## src/rtl/adc_scan_sched.sv

```systemverilog
// Autonomous AD7938 channel-scan sequencer: walks a channel mask, programs the
// ADC control word, polls ready and banks each 12-bit result per channel.
module adc_scan_sched #(
  parameter int unsigned EN_BIT  = 0,
  parameter int unsigned CH_LSB  = 4,
  parameter int unsigned DEV_LSB = 8,
  parameter int unsigned SETTLE  = 4,
  parameter logic [15:0] TIMEOUT = 16'd40000
) (
  input  logic        clk,
  input  logic        rst_,
  input  logic        cfg_we,
  input  logic [3:0]  cfg_addr,
  input  logic [31:0] cfg_wdata,
  output logic [31:0] cfg_rdata,
  output logic        adc_sel,
  output logic        out_sel,
  output logic        adc_valid,
  output logic        adc_rd_wr,
  output logic [31:0] adc_wdata,
  input  logic [31:0] adc_rdata,
  output logic        scan_done,
  output logic        scan_err
);

  typedef enum logic [2:0] {
    S_IDLE, S_WRITE, S_SETTLE, S_WAIT_BUSY, S_WAIT_DONE, S_CAPTURE, S_NEXT
  } state_t;

  state_t      r_state;
  logic        r_run, r_cont, r_err, r_done;
  logic [7:0]  r_mask;
  logic [8:0]  r_avg;
  logic [2:0]  r_ch;
  logic [7:0]  r_settle_cnt;
  logic [2:0]  r_busy_cnt;
  logic [15:0] r_to_cnt;
  logic [15:0] r_pass;
  logic [7:0]  r_res_valid;
  logic [11:0] r_res_data [8];
  logic        r_adc_sel, r_out_sel, r_adc_valid, r_adc_rd_wr;
  logic [31:0] r_adc_wdata;

  state_t      w_nxt;
  logic [2:0]  w_nch, w_lo, w_hi;
  logic        w_lo_found, w_hi_found;
  logic        w_timeout, w_pass_end, w_nxt_rd, w_active;
  logic [8:0]  w_avg_in;
  logic        w_avg_ok;
  logic        w_unused;

  function automatic logic [31:0] ctrl_word(input logic [2:0] ch, input logic [8:0] avg);
    logic [31:0] w;
    w = '0;
    w[EN_BIT]        = 1'b1;
    w[CH_LSB +: 3]   = ch;
    w[DEV_LSB +: 9]  = avg;
    return w;
  endfunction

  assign w_unused = ^{adc_rdata[31:13], cfg_wdata[31:25], cfg_wdata[7:2]};

  assign w_avg_in  = cfg_wdata[24:16];
  assign w_avg_ok  = (w_avg_in != '0) && ((w_avg_in & (w_avg_in - 9'd1)) == '0);
  assign w_active  = (r_state != S_IDLE);
  assign w_timeout = ((r_state == S_WAIT_BUSY) || (r_state == S_WAIT_DONE)) &&
                     (r_to_cnt == TIMEOUT - 16'd1);
  assign w_nxt_rd  = (w_nxt == S_SETTLE) || (w_nxt == S_WAIT_BUSY) ||
                     (w_nxt == S_WAIT_DONE) || (w_nxt == S_CAPTURE);

  // Lowest set mask bit, and lowest set bit strictly above the current channel.
  always_comb begin
    w_lo = '0;
    w_hi = '0;
    w_lo_found = 1'b0;
    w_hi_found = 1'b0;
    for (int unsigned i = 0; i < 8; i++) begin
      if (r_mask[i] && !w_lo_found) begin
        w_lo = 3'(i);
        w_lo_found = 1'b1;
      end
      if (r_mask[i] && !w_hi_found && (i > 32'(r_ch))) begin
        w_hi = 3'(i);
        w_hi_found = 1'b1;
      end
    end
  end

  always_comb begin
    w_nxt      = r_state;
    w_nch      = r_ch;
    w_pass_end = 1'b0;
    case (r_state)
      S_IDLE:
        if (r_run && (r_mask != '0)) begin
          w_nxt = S_WRITE;
          w_nch = w_lo;
        end
      S_WRITE:  w_nxt = S_SETTLE;
      S_SETTLE: if (r_settle_cnt == 8'(SETTLE - 1)) w_nxt = S_WAIT_BUSY;
      S_WAIT_BUSY:
        if (w_timeout)              w_nxt = S_NEXT;
        else if (!adc_rdata[12])    w_nxt = S_WAIT_DONE;
        else if (r_busy_cnt == 3'd7) w_nxt = S_CAPTURE;
      S_WAIT_DONE:
        if (w_timeout)              w_nxt = S_NEXT;
        else if (adc_rdata[12])     w_nxt = S_CAPTURE;
      S_CAPTURE: w_nxt = S_NEXT;
      S_NEXT:
        if (!r_run) begin
          w_nxt = S_IDLE;
        end else if (w_hi_found) begin
          w_nxt = S_WRITE;
          w_nch = w_hi;
        end else begin
          w_pass_end = 1'b1;
          if (r_cont) begin
            w_nxt = S_WRITE;
            w_nch = w_lo;
          end else begin
            w_nxt = S_IDLE;
          end
        end
      default: w_nxt = S_IDLE;
    endcase
  end

  always_ff @(posedge clk or negedge rst_) begin
    if (!rst_) begin
      r_state      <= S_IDLE;
      r_run        <= 1'b0;
      r_cont       <= 1'b0;
      r_mask       <= '0;
      r_avg        <= '0;
      r_ch         <= '0;
      r_err        <= 1'b0;
      r_done       <= 1'b0;
      r_settle_cnt <= '0;
      r_busy_cnt   <= '0;
      r_to_cnt     <= '0;
      r_pass       <= '0;
      r_res_valid  <= '0;
      for (int unsigned i = 0; i < 8; i++) r_res_data[i] <= '0;
      r_adc_sel    <= 1'b0;
      r_out_sel    <= 1'b0;
      r_adc_valid  <= 1'b0;
      r_adc_rd_wr  <= 1'b1;
      r_adc_wdata  <= '0;
    end else begin
      r_state     <= w_nxt;
      r_ch        <= w_nch;
      // Strobes are decoded from the upcoming state so they align with it.
      r_adc_sel   <= (w_nxt == S_WRITE);
      r_adc_valid <= (w_nxt == S_WRITE);
      r_out_sel   <= w_nxt_rd;
      r_adc_rd_wr <= !w_nxt_rd;
      if (w_nxt == S_WRITE) r_adc_wdata <= ctrl_word(w_nch, r_avg);

      r_settle_cnt <= (r_state == S_SETTLE)    ? r_settle_cnt + 8'd1 : '0;
      r_busy_cnt   <= (r_state == S_WAIT_BUSY) ? r_busy_cnt + 3'd1   : '0;
      r_to_cnt     <= ((r_state == S_WAIT_BUSY) || (r_state == S_WAIT_DONE)) ?
                      r_to_cnt + 16'd1 : '0;

      r_done <= w_pass_end;
      if (w_pass_end) begin
        r_pass <= r_pass + 16'd1;
        if (!r_cont) r_run <= 1'b0;
      end

      if (w_timeout) begin
        r_err <= 1'b1;
        r_res_valid[r_ch] <= 1'b0;
      end
      if (r_state == S_CAPTURE) begin
        r_res_valid[r_ch] <= 1'b1;
        r_res_data[r_ch]  <= adc_rdata[11:0];
      end

      // Placed last so a host write overrides the end-of-pass run clear.
      if (cfg_we && (cfg_addr == 4'h0)) begin
        r_run <= cfg_wdata[0];
        r_err <= 1'b0;
        if (!w_active) begin
          r_cont <= cfg_wdata[1];
          r_mask <= cfg_wdata[15:8];
          r_avg  <= w_avg_ok ? w_avg_in : 9'd1;
        end
      end
    end
  end

  always_comb begin
    cfg_rdata = '0;
    if (cfg_addr[3])
      cfg_rdata = {r_res_valid[cfg_addr[2:0]], 19'b0, r_res_data[cfg_addr[2:0]]};
    else if (cfg_addr == 4'h0)
      cfg_rdata = {7'b0, r_avg, r_mask, 6'b0, r_cont, r_run};
    else if (cfg_addr == 4'h1)
      cfg_rdata = {r_pass, 11'b0, r_err, r_ch, w_active};
  end

  assign adc_sel   = r_adc_sel;
  assign out_sel   = r_out_sel;
  assign adc_valid = r_adc_valid;
  assign adc_rd_wr = r_adc_rd_wr;
  assign adc_wdata = r_adc_wdata;
  assign scan_done = r_done;
  assign scan_err  = r_err;

endmodule
```

## config.mk

```make
export PLATFORM = sky130hd
export DESIGN_NAME = adc_scan_sched
export DESIGN_NICKNAME = d
export VERILOG_FILES = /design/src/rtl/adc_scan_sched.sv
export SDC_FILE = /design/constraint.sdc
export NUM_CORES = 1
export LEC_CHECK = 0
export CAP_MARGIN = 5
export CORE_ASPECT_RATIO = 1.75
export CORE_MARGIN = 5
export CORE_UTILIZATION = 35
export DETAILED_ROUTE_END_ITERATION = 10
export GPL_TIMING_DRIVEN = 1
export PLACE_DENSITY = 0.57
export SETUP_SLACK_MARGIN = 0.4
export SLEW_MARGIN = 5
export SYNTH_ARGS = -nofsm -noshare
export SYNTH_HDL_FRONTEND = slang
export SYNTH_SLANG_ARGS = --single-unit
export TNS_END_PERCENT = 5
```

## constraint.sdc

```tcl
create_clock -name clk -period 2.23 [get_ports clk]
set_input_delay 0.223 -clock clk [delete_from_list [all_inputs] [get_ports clk]]
set_output_delay 0.223 -clock clk [all_outputs]
set_load 0.03 [all_outputs]
```

==> impl_metrics.tcl <==
set metrics [dict create \
    setup_viol 0 \
    regArea_um2 4765 \
    max_cap_viol_count 0 \
    h-tree-depth 4 \
    start_kind "flop" \
    busiest_layer "met2" \
    hold_viol_final 0 \
    grt_pass1_vias 7047 \
    synth_most_common_cell "dfrtp_1" \
    peakVddDrop_uv 624.8 \
    wirelength_um 25030 \
    synthTopCellsByArea "dfrtp_1 49%, mux2_2 13%, mux4_2 6.1%" \
    routedWlPerCell_um 18.91 \
    overflow 0 \
    clk_latency_ns 0.46 \
    firstDrtPassIters 4 \
    status "complete, no violations" \
    synthesis.area_um2 9565 \
    synthArstFlopShare_pct 100.0 \
    p_leak_nw 5.623 \
    areaGrowthSynthToFinish_pct 33.21 \
    start_util_pct 35.26 \
    antenna_found_initial 0 \
    arrival_ns 1.98 \
    synth_seq_area_share_pct 49.72 \
    slew_headroom_pct 48.21 \
    portBuffers 89 \
    finalMaxSlewViolations 0 \
    rows 80 \
    cp.required_ns 2.01 \
    end_kind "primary output" \
    die_h_um 228.7 \
    met2_usage_pct 30.67 \
    cts_tree "done" \
    path_clk_slew_ns 0.07 \
    drtIter0Drc 340 \
    yosysTopAreaCell "dfrtp_1" \
    p_per_area_nw_per_um2 914.5 \
    min_period_ns 2.207 \
    numCtsBuffers 17 \
    ant_nets 0 \
    multi_input_area_um2 5099 \
    tns_ns 0 \
    num_vias 6891 \
    grt_pass1_wl_um 39410 \
    min_path_type "in2async" \
    antenna_cells 0 \
    r2r_cells 6 \
    grt_max_degree 53 \
    critPathMaxFanout 2 \
    max_freq_ghz 0.4531 \
    worst_hold_slack_ns 0.3010 \
    worstSetupPathType "reg2out" \
    synth.avg_cell_area_um2 11.96 \
    fillers 2454 \
    tightest_slew_ns 0.7745 \
    skew_ns 0.01643 \
    syn_inst 800 \
    ys.flop_type "dfrtp_1" \
    ys_ff_latch 190 \
    cts.sinks 190 \
    synth_edf_count 0 \
    globalRouteTotalUtil_pct 16.42 \
    yosysWarningCount 0 \
    finalWeightedCongestion 0.8566 \
    gr-usage-met1_pct 18.45 \
    synth_top_area_share_pct 49.44 \
    fin_crit_sh_pct 98.97 \
    synth_cell_types 67 \
    rsz0062_at_grt "yes" \
    ys_top_cells_by_count "189 x dfrtp_1, 113 x mux2_2, 44 x nor2_1" \
    die_w_um 135.0 \
    clockRootBuffer "clkbuf_16" \
    die-area_um2 30870 \
    dp_hpwl_um 17540 \
    met3_usage_pct 2.445 \
    coreArea_um2 27130 \
    drive_gt1_share_pct 40.21 \
    final_net_count 1018 \
    cts.path.max_buffers 2 \
    num_io_pins 141 \
    drc 0 \
    via_per_inst 5.205 \
]
power by group:
part | leakage, nW | switching, mW | internal, mW
clock | 0.302 | 1.38 | 1.83
combinational | 2.87 | 2.31 | 1.77
sequential | 2.45 | 0.479 | 3.88
total | 5.62 | 4.17 | 7.48
critical path: stages (launching register included):
cell     delay (ns)
dfrtp_1        0.40
mux4_2         0.47
mux2_4         0.28
a22o_4         0.24
buf_12         0.14
sequential cells by signal, indices dropped and copies added, names as in the netlist, 3 cells and up:
register	cells
r_res_valid	8
r_state	3
r_to_cnt	16
r_busy_cnt	3
r_ch	3
r_settle_cnt	8
r_mask	8
adc_wdata	13
r_res_data	96
r_avg	9
r_pass	16
metrics by stage:
step	util, %	worst slack, ns	cells	instance area (um2)	power (mW)
4_1_cts	44.54	0.005098	1316	12080	11.10
3_3_place_gp	41.55	-0.001105	1277	11270	7.724
3_5_place_dp	41.55	-0.03778	1277	11270	7.774
2_1_floorplan	-	0.3970	818	9662	6.352
6_report	46.97	0.02305	1324	12740	11.65
5_1_grt	46.97	-0.02314	1324	12740	12.21
per-layer routing:
| metal | vias up | part of all wire [%] |
|---|---|---|
| met2 | 135 | 56 |
| met1 | 3528 | 39 |
| met5 | - | 0 |
| met4 | 0 | 2.3 |
| met3 | 31 | 2.9 |
| li1 | 3197 | - |
path summary, 6_finish.rpt:
check | slack [ns] | start | end
max in group asynchronous | 1.24 | rst_ | r_ch[1]
worst max-delay path | 0.02 | r_res_valid[7] | cfg_rdata[31]
min in group clk | 0.35 | cfg_wdata[0] | r_run
worst min register to register | 0.44 | r_busy_cnt[0] | r_busy_cnt[0]
worst min-delay path | 0.30 | rst_ | r_to_cnt[3]
worst max register to register | 0.21 | r_state[0] | r_ch[0]
logic make-up after synthesis:
group	after synthesis	share of synthesized area (%)
AO/OA/AOI/OAI	112	8.882
XOR/XNOR	34	3.113
adder cells (fa/ha/maj)	6	0.7587
buffers and inverters	81	4.277
flip-flops	190	49.72
multiplexers	145	20.07
other	1	0.03920
AND/OR/NAND/NOR	231	13.15
layout by cell type, fill, tap and decap left out, types with 14 or more instances in the layout:
master,count
clkbuf_16,17
buf_12,18
mux4_2,26
nor2_1,35
xnor2_1,14
nor2b_1,14
a22o_1,16
conb_1,19
xor2_1,18
and2_1,14
buf_6,19
mux2_2,105
and3_1,17
nand2_1,27
inv_1,14
nand3_1,35
buf_4,75
clkdlybuf4s50_1,46
dfrtp_1,182
timing repair:
item	4_1_cts	5_1_grt
pin swaps	4	72
hold buffers	1	0
resized for setup	23	148
cloned	1	0
setup endpoints to repair	138	152
setup buffers	5	8
endpoints found under the hold margin	46	0
layout make-up:
class	instances	area share [%]
repair buffers	171	13.72
clock inverters	12	1.227
flip-flops and latches	190	37.39
multi-input cells	547	40.01
inverters	15	0.4419
clock buffers	20	3.584
well taps	369	3.623
(Power assumes the default switching activity.)
